[src/rtl/prog_loader_pkg.sv]
// Shared FSM encoding and frame constants for the program-memory loader.
package prog_loader_pkg;

    typedef enum logic [2:0] {
        ST_IDLE = 3'd0,
        ST_LEN  = 3'd1,
        ST_DATA = 3'd2,
        ST_CSUM = 3'd3,
        ST_DONE = 3'd4,
        ST_ERR  = 3'd5
    } state_e;

    localparam int LEN_BYTES  = 4;
    localparam int WORD_BYTES = 4;

endpackage

[src/rtl/prog_loader_word_assembler.sv]
// Packs accepted payload bytes little-endian into 32-bit words and keeps the
// running XOR checksum of every payload byte.
module prog_loader_word_assembler
    import prog_loader_pkg::*;
(
    input  logic        clk,
    input  logic        rst_n,
    input  logic        clear,
    input  logic        byte_en,
    input  logic [7:0]  byte_in,
    output logic        word_valid,
    output logic [31:0] word,
    output logic [7:0]  csum
);

    logic [1:0]  lane_q, lane_d;
    logic [31:0] buf_q, buf_d;
    logic [7:0]  csum_q, csum_d;

    always_comb begin
        lane_d     = lane_q;
        buf_d      = buf_q;
        csum_d     = csum_q;
        word_valid = 1'b0;
        if (clear) begin
            lane_d = '0;
            buf_d  = '0;
            csum_d = '0;
        end else if (byte_en) begin
            buf_d[{lane_q, 3'b000} +: 8] = byte_in;
            csum_d     = csum_q ^ byte_in;
            lane_d     = lane_q + 2'd1;
            word_valid = (lane_q == 2'(WORD_BYTES - 1));
        end
    end

    // word includes the byte being accepted this cycle, so the top can
    // capture the complete word on the same edge as the 4th handshake.
    assign word = buf_d;
    assign csum = csum_q;

    always_ff @(posedge clk or negedge rst_n) begin
        if (!rst_n) begin
            lane_q <= '0;
            buf_q  <= '0;
            csum_q <= '0;
        end else begin
            lane_q <= lane_d;
            buf_q  <= buf_d;
            csum_q <= csum_d;
        end
    end

endmodule

[src/rtl/prog_loader.sv]
// Loads a framed byte stream (length, payload words, XOR checksum) into the
// instruction BRAM and holds the core in reset until a clean load completes.
module prog_loader
    import prog_loader_pkg::*;
#(
    parameter int ADDR_WIDTH = 12,
    parameter int MAX_WORDS  = 4096
) (
    input  logic                  sysclk,
    input  logic                  rst,
    input  logic                  start,
    input  logic [7:0]            in_data,
    input  logic                  in_valid,
    output logic                  in_ready,
    output logic [ADDR_WIDTH-1:0] wr_addr,
    output logic [31:0]           ram_in,
    output logic [3:0]            byte_w_en,
    output logic                  cpu_hold,
    output logic                  done,
    output logic                  error,
    output state_e                dbg_state
);

    localparam logic [ADDR_WIDTH:0] WCNT_ONE = 1;

    // Handshake: a byte transfers on a rising edge when in_valid && in_ready.
    // in_ready is registered and depends only on the FSM state.
    state_e                  state_q, state_d;
    logic [31:0]             len_q, len_d;
    logic [1:0]              len_cnt_q, len_cnt_d;
    logic [ADDR_WIDTH:0]     word_cnt_q, word_cnt_d;
    logic                    in_ready_q, in_ready_d;
    logic [ADDR_WIDTH-1:0]   wr_addr_q, wr_addr_d;
    logic [31:0]             ram_in_q, ram_in_d;
    logic [3:0]              bwe_q, bwe_d;
    logic                    cpu_hold_q, cpu_hold_d;
    logic                    done_q, done_d;
    logic                    error_q, error_d;

    logic        accept;
    logic        asm_clear, asm_en, asm_word_valid;
    logic [31:0] asm_word;
    logic [7:0]  asm_csum;
    logic [31:0] len_next;

    assign accept   = in_valid && in_ready_q;
    assign len_next = {in_data, len_q[31:8]};

    prog_loader_word_assembler u_asm (
        .clk        (sysclk),
        .rst_n      (rst),
        .clear      (asm_clear),
        .byte_en    (asm_en),
        .byte_in    (in_data),
        .word_valid (asm_word_valid),
        .word       (asm_word),
        .csum       (asm_csum)
    );

    always_comb begin
        state_d    = state_q;
        len_d      = len_q;
        len_cnt_d  = len_cnt_q;
        word_cnt_d = word_cnt_q;
        wr_addr_d  = wr_addr_q;
        ram_in_d   = ram_in_q;
        bwe_d      = 4'h0;
        asm_clear  = 1'b0;
        asm_en     = 1'b0;
        case (state_q)
            ST_IDLE, ST_DONE, ST_ERR: begin
                if (start) begin
                    state_d    = ST_LEN;
                    len_d      = '0;
                    len_cnt_d  = '0;
                    word_cnt_d = '0;
                    asm_clear  = 1'b1;
                end
            end
            ST_LEN: begin
                if (accept) begin
                    len_d     = len_next;
                    len_cnt_d = len_cnt_q + 2'd1;
                    if (len_cnt_q == 2'(LEN_BYTES - 1)) begin
                        if (len_next > 32'(MAX_WORDS)) state_d = ST_ERR;
                        else if (len_next == 32'd0)   state_d = ST_CSUM;
                        else                           state_d = ST_DATA;
                    end
                end
            end
            ST_DATA: begin
                if (accept) begin
                    asm_en = 1'b1;
                    if (asm_word_valid) begin
                        wr_addr_d  = word_cnt_q[ADDR_WIDTH-1:0];
                        ram_in_d   = asm_word;
                        bwe_d      = 4'hF;
                        word_cnt_d = word_cnt_q + WCNT_ONE;
                        // Length fits in ADDR_WIDTH+1 bits after the MAX_WORDS check.
                        if (word_cnt_d == len_q[ADDR_WIDTH:0]) state_d = ST_CSUM;
                    end
                end
            end
            ST_CSUM: begin
                if (accept) state_d = (in_data == asm_csum) ? ST_DONE : ST_ERR;
            end
            default: state_d = ST_IDLE;
        endcase
        in_ready_d = (state_d == ST_LEN) || (state_d == ST_DATA) || (state_d == ST_CSUM);
        done_d     = (state_d == ST_DONE);
        error_d    = (state_d == ST_ERR);
        cpu_hold_d = (state_d != ST_DONE);
    end

    always_ff @(posedge sysclk or negedge rst) begin
        if (!rst) begin
            state_q    <= ST_IDLE;
            len_q      <= '0;
            len_cnt_q  <= '0;
            word_cnt_q <= '0;
            in_ready_q <= 1'b0;
            wr_addr_q  <= '0;
            ram_in_q   <= '0;
            bwe_q      <= 4'h0;
            cpu_hold_q <= 1'b1;
            done_q     <= 1'b0;
            error_q    <= 1'b0;
        end else begin
            state_q    <= state_d;
            len_q      <= len_d;
            len_cnt_q  <= len_cnt_d;
            word_cnt_q <= word_cnt_d;
            in_ready_q <= in_ready_d;
            wr_addr_q  <= wr_addr_d;
            ram_in_q   <= ram_in_d;
            bwe_q      <= bwe_d;
            cpu_hold_q <= cpu_hold_d;
            done_q     <= done_d;
            error_q    <= error_d;
        end
    end

    assign in_ready  = in_ready_q;
    assign wr_addr   = wr_addr_q;
    assign ram_in    = ram_in_q;
    assign byte_w_en = bwe_q;
    assign cpu_hold  = cpu_hold_q;
    assign done      = done_q;
    assign error     = error_q;
    assign dbg_state = state_q;

endmodule
[config.mk]
export PLATFORM = sky130hd
export DESIGN_NAME = prog_loader
export DESIGN_NICKNAME = d
export VERILOG_FILES = /design/src/rtl/prog_loader_pkg.sv /design/src/rtl/prog_loader_word_assembler.sv /design/src/rtl/prog_loader.sv
export SDC_FILE = /design/constraint.sdc
export NUM_CORES = 1
export LEC_CHECK = 0
export CORE_MARGIN = 2
export CORE_UTILIZATION = 30
export DETAILED_ROUTE_END_ITERATION = 10
export HOLD_SLACK_MARGIN = 0.15
export SYNTH_ARGS = -nofsm -noshare
export SYNTH_HDL_FRONTEND = slang
export SYNTH_SLANG_ARGS = --single-unit
[constraint.sdc]
create_clock -name sysclk -period 2.62 [get_ports sysclk]
set_input_delay 0.393 -clock sysclk [delete_from_list [all_inputs] [get_ports sysclk]]
set_output_delay 0.393 -clock sysclk [all_outputs]
set_load 0.03 [all_outputs]
== Yosys cells after proc, flatten, opt, wreduce, memory -nomap -nowiden ==
Cells that the tools add are included.
Operators by class
  add/subtract/negate cells: 4
  multiply operators: 0
  div/mod/pow operators: 0
  magnitude comparators: 1
  eq/ne operators: 19
  shifts and indexed selects: 2
  mux-type cells: 37
  bitwise operators: 1
  reduce and logical (&&, ||, !) cells: 12
Operators by type and width (count)
  32-bit two-way mux: 4
  32-bit one-hot mux with 2 select lines: 1
  13-bit two-way mux: 3
  32-bit bitwise mux: 1
  32-bit by 13-bit greater-than comparator with 1-bit output, second input constant: 1
  32-bit logical NOT: 1
  8-bit by 7-bit variable shift with 32-bit output, first input constant: 1
  8-bit by 7-bit indexed part select with 32-bit output: 1
  13-bit one-hot mux with 2 select lines: 1
  3-bit two-way mux: 8
  8-bit two-way mux: 2
  13-bit by 1-bit adder with 13-bit output, second input constant: 1
  13-bit == test: 1
  3-bit by 2-bit == test with 1-bit output, second input constant: 4
  3-bit == test, second input constant: 4
  4-bit two-way mux: 3
  3-bit one-hot mux with 4 select lines: 1
  8-bit == test: 1
  1-bit two-way mux: 8
  2-bit two-way mux: 4
  2-bit != test, second input constant: 4
  8-bit XOR: 1
  5-bit negator with 7-bit output: 1
  3-bit by 1-bit == test with 1-bit output, second input constant: 2
  other kinds (11): 17
Word-level totals
  bits in registers: 144
  bits in latches: 0
  memory bits (writable): 0
  bits in read-only memories: 0
  bits of input ports: 12
  word-level logic and storage cells: 90
  memories kept: 0

== Depth between registers and ports, before layout ==
  word-level depth: 11
  gate-level depth with buffers: 9

== Hierarchy ==
Synthesis repeated with hierarchy kept, for this count alone.
Unflattened totals
  cell total of the unflattened synthesis: 681
  area total of the unflattened synthesis: 6417.4 µm²
By module, submodules not included
  prog_loader: instances 1, cells each 530, area each 4609.4 µm²
  prog_loader_word_assembler: instances 1, cells each 151, area each 1808.0 µm²

== Worst setup path after synthesis ==
Ideal clock, no wire load.
  path type: flip-flop to flip-flop
  start point: register word_cnt_q[1]
  end point: register done_q (netlist: done)
  setup time: 0.120 ns
  arrival: 2.275 ns
  setup slack: 0.225 ns
  cell stages (with the launch flop): 8
  buffers on the path: 0
  cell sequence: dfrtp_1 > ha_1 > nand3_1 > or4_1 > xnor2_1 > a2111oi_1 > nand4b_1 > and3_1
Between the ends
  longest elaborated chain between the ends: 7
RTL lines
  start: declaration: RTL line prog_loader.sv:31  | logic [ADDR_WIDTH:0] word_cnt_q, word_cnt_d;
  start signal: assignment: RTL line prog_loader.sv:132  | word_cnt_q <= word_cnt_d;
  13-bit by 1-bit adder with 13-bit output: RTL line prog_loader.sv:98  | word_cnt_d = word_cnt_q + WCNT_ONE;
  13-bit == test: RTL line prog_loader.sv:100  | if (word_cnt_d == len_q[ADDR_WIDTH:0]) state_d = ST_CSUM;
  3-bit two-way mux: RTL line prog_loader.sv:100
  3-bit two-way mux: RTL line prog_loader.sv:94  | if (asm_word_valid) begin
  3-bit two-way mux: RTL line prog_loader.sv:92  | if (accept) begin
  3-bit one-hot mux with 4 select lines: RTL line prog_loader.sv:70  | case (state_q)
  3-bit == test: RTL line prog_loader.sv:110  | done_d = (state_d == ST_DONE);
  via done_d: RTL line prog_loader.sv:37  | logic done_q, done_d;
  end signal: assignment: RTL line prog_loader.sv:138  | done_q <= done_d;
  end: declaration: RTL line prog_loader.sv:37
The timed path passes the listed nets, and every way through them passes these cells.
A chain may end at the register's enable or synchronous reset.

== Final worst setup path ==
  start point: register word_cnt_q[6]
  end point: register done_q (netlist: done)
The elaborated chain is that of the path after synthesis.

==> flow_summary_export.csv <==
group,metric,value,unit
synth,synth.distinct_cells,52,
pwr,cellPowerDensity,748,nW/µm²
clock_tree,htree_levels,4,
clock_tree,clk_pin_slew,60,ps
critical_path,arrival,2770,ps
global_routing,grt_pass1_wl,26.9,mm
placed_design,gp_congestion,0.850,
clock_tree,clock_path_buffers,2,
critical_path,crit_path_max_fanout,7,
critical_path,critical_path_class,"reg -> reg",
finish,area.growth.synth_to_final,26.6,%
sta,rsz0062_at_grt,"false",
die,ios,67,
die,rows,53,
global_routing,grt_max_degree,75,
route,wl,16.5,mm
sta,max-slew-margin-rel,40.9,%
sta,fin_crit_sh,93.6,%
critical_path,critPathLaunchType,"register",
clock_tree,clock-sinks,141,
sta,slew_violations,0,
synth,ys_ff_latch,141,
synth,syn_inst,745,
die,die_h,151,µm
critical_path,r2r_start,"word_cnt_q[6]",
critical_path,critPathCaptureType,"register",
route,dr.pass1.iters,4,
die,core,21100,µm²
route,wl_per_cell,14.9,µm
sta,fin_tns_setup,0,ps
clock_tree,tritoncts,"done",
die,chipWidth,151,µm
finish,layout_common_cells,"203 x nand2_1, 140 x dfrtp_1, 99 x o21ai_0, 78 x nor2_1, 65 x clkdlybuf4s50_1",
synth,synth_fp_nets,765,
sta,hold_viol,0,
clock_tree,root_buffer,"clkbuf_16",
route,drc,0,
finish,fin_area,8210,µm²
global_routing,overflow,0,
placed_design,hpwl,11.0,mm
finish,finalNetCount,839,
global_routing,grt_pass1_vias,5015,
synth,synth.avg_cell_area,8.70,µm²
placed_design,dp_slack,193,ps
finish,mostFrequentLayoutCell,"nand2_1",
synth,synth-seq-area-share,54.4,%
critical_path,timing.rr.end,"done",
flow_run,cap_violations,0,
sta,setup_viol,0,
pwr,finalPower,6.14,mW
critical_path,critical_path_required,2940,ps
global_routing,track_usage,15.2,%
sta,finalCriticalPeriod,2450,ps
placed_design,place_area,7620,µm²
finish,drive_gt1_share,9.62,%
finish,utilization,38.9,%
worst_hold_path,min_to,"wr_addr[1]",
worst_hold_path,holdCritStartpoint,"wr_addr[1]",
synth,synth_area,6480,µm²
sta,setup_ws,167,ps
die,start_util,30.8,%
synth,synth_flop_cell,"dfrtp_1",
critical_path,ff2ff_path_depth,6,
pwr,ir_drop,0.455,mV
route,drt-vias-per-instance,4.82,
status,status,"complete, no violations",
route,vias,5333,
placed_design,place.port_buffers,66,
clock_tree,postCtsSetupRepairBufs,0,
synth,yosys_warnings,0,
critical_path,r2r_slack,170,ps
route,drt_iter0_drc,285,
clock_tree,clk_latency,430,ps
synth,async_reset_ff_share,100,%
worst_hold_path,holdCritPathClass,"reg -> reg",
global_routing,antenna_found_initial,0,
sta,worstMarginPinSlew,884,ps
die,dieArea,22800,µm²
pwr,power.leakage,3.66,nW
sta,finClkSkew,12.6,ps
worst_hold_path,min_delay_path_depth,2,
synth,synth_edf_count,0,
finish,n_antenna_cell,0,
clock_tree,cts_buffers,17,
route,ant_nets,0,
sta,fmax,0.408,GHz
state kept, by name (all words and copies together) (netlist names), 2 cells and up:
register,flops
wr_addr,12
dbg_state,3
u_asm.csum,8
len_cnt_q,2
u_asm.buf_q,32
ram_in,32
len_q,32
u_asm.lane_q,2
word_cnt_q,13
cell usage after synthesis, types with 2 or more instances:
library cell / instances / share of area (%)
nand2_1: 204 / 12
nand4b_1: 2 / 0.27
mux2i_1: 2 / 0.31
xnor2_1: 8 / 1.1
a21oi_1: 38 / 2.9
or4_1: 2 / 0.23
nand4_1: 4 / 0.39
inv_1: 4 / 0.23
clkbuf_1: 39 / 2.3
buf_4: 4 / 0.46
and3_1: 6 / 0.58
nor3b_1: 6 / 0.69
xor2_1: 14 / 1.9
nor2_1: 79 / 4.6
nor4_1: 7 / 0.68
dfrtp_1: 140 / 54
nand3_1: 12 / 0.93
a31oi_1: 4 / 0.39
o31ai_1: 9 / 1.0
and4_1: 2 / 0.27
nor2b_1: 5 / 0.48
nand2b_1: 5 / 0.48
ha_1: 8 / 1.5
buf_1: 3 / 0.17
o21ai_0: 99 / 7.6
nor3_1: 7 / 0.54
a21o_1: 4 / 0.46
buf_2: 4 / 0.31
critical path, cell delays in order, from the launching register on:
cell and delay (ps):
dfrtp_1 470, nand3_2 170, or4_1 580, xnor2_1 160, a2111oi_1 400, nand4b_1 300
and3_1 270
what timing repair did:
action	in CTS	in global routing
hold buffers	1	0
endpoints found under the hold margin	53	0
resized for setup	0	0
cells by family (layout without fill, tap and decap cells):
group / Yosys count / after routing / synth area share, %
flops: 141 / 141 / 54.4
simple gates: 348 / 348 / 22.8
buf+inv: 57 / 144 / 3.74
compound gates: 167 / 167 / 14.2
mux: 2 / 2 / 0.309
xor+xnor: 22 / 22 / 2.97
fa+ha+maj: 8 / 8 / 1.54
metrics by stage:
stage,instances,hold slack (ps)
floorplan,745,97.4
global placement,1074,403
detailed placement,1074,400
CTS,1107,479
global route,1107,493
finish,1107,473
per-layer routing:
metal / vias to the layer above / routed length [µm] / global-route usage (%)
li1: 2641 / - / -
met5: - / 0 / 0
met4: 0 / 122 / 3.64
met1: 2585 / 8060 / 21.7
met2: 96 / 7670 / 23.4
met3: 11 / 629 / 3.67
worst max path at each step:
stage | endpoint | slack, ps | start | cells past startpoint
floorplan | done | 230 | word_cnt_q[1] | 7
global placement | done | 220 | in_valid | 7
detailed placement | ram_in[1] | 190 | in_valid | 7
CTS | done | 180 | word_cnt_q[0] | 7
global route | done | 0.9 | word_cnt_q[8] | 6
finish | done | 170 | word_cnt_q[6] | 6
where the power goes:
part	switching [mW]	leakage, nW	total [mW]	internal, mW
clock network	1.03	0.278	2.37	1.34
logic	0.695	1.45	1.11	0.419
registers	0.241	1.93	2.65	2.41
total	1.97	3.66	6.14	4.17
final cells by class:
class	instances	area (µm²)
Timing Repair Buffer	107	1010
Fill cell	2151	12900
Sequential cell	141	3530
Clock buffer	18	429
Tap cell	275	344
Multi-Input combinational cell	547	2730
Inverter	5	18.8
Clock inverter	14	149
No activity file was read; power rests on OpenSTA's default activity.
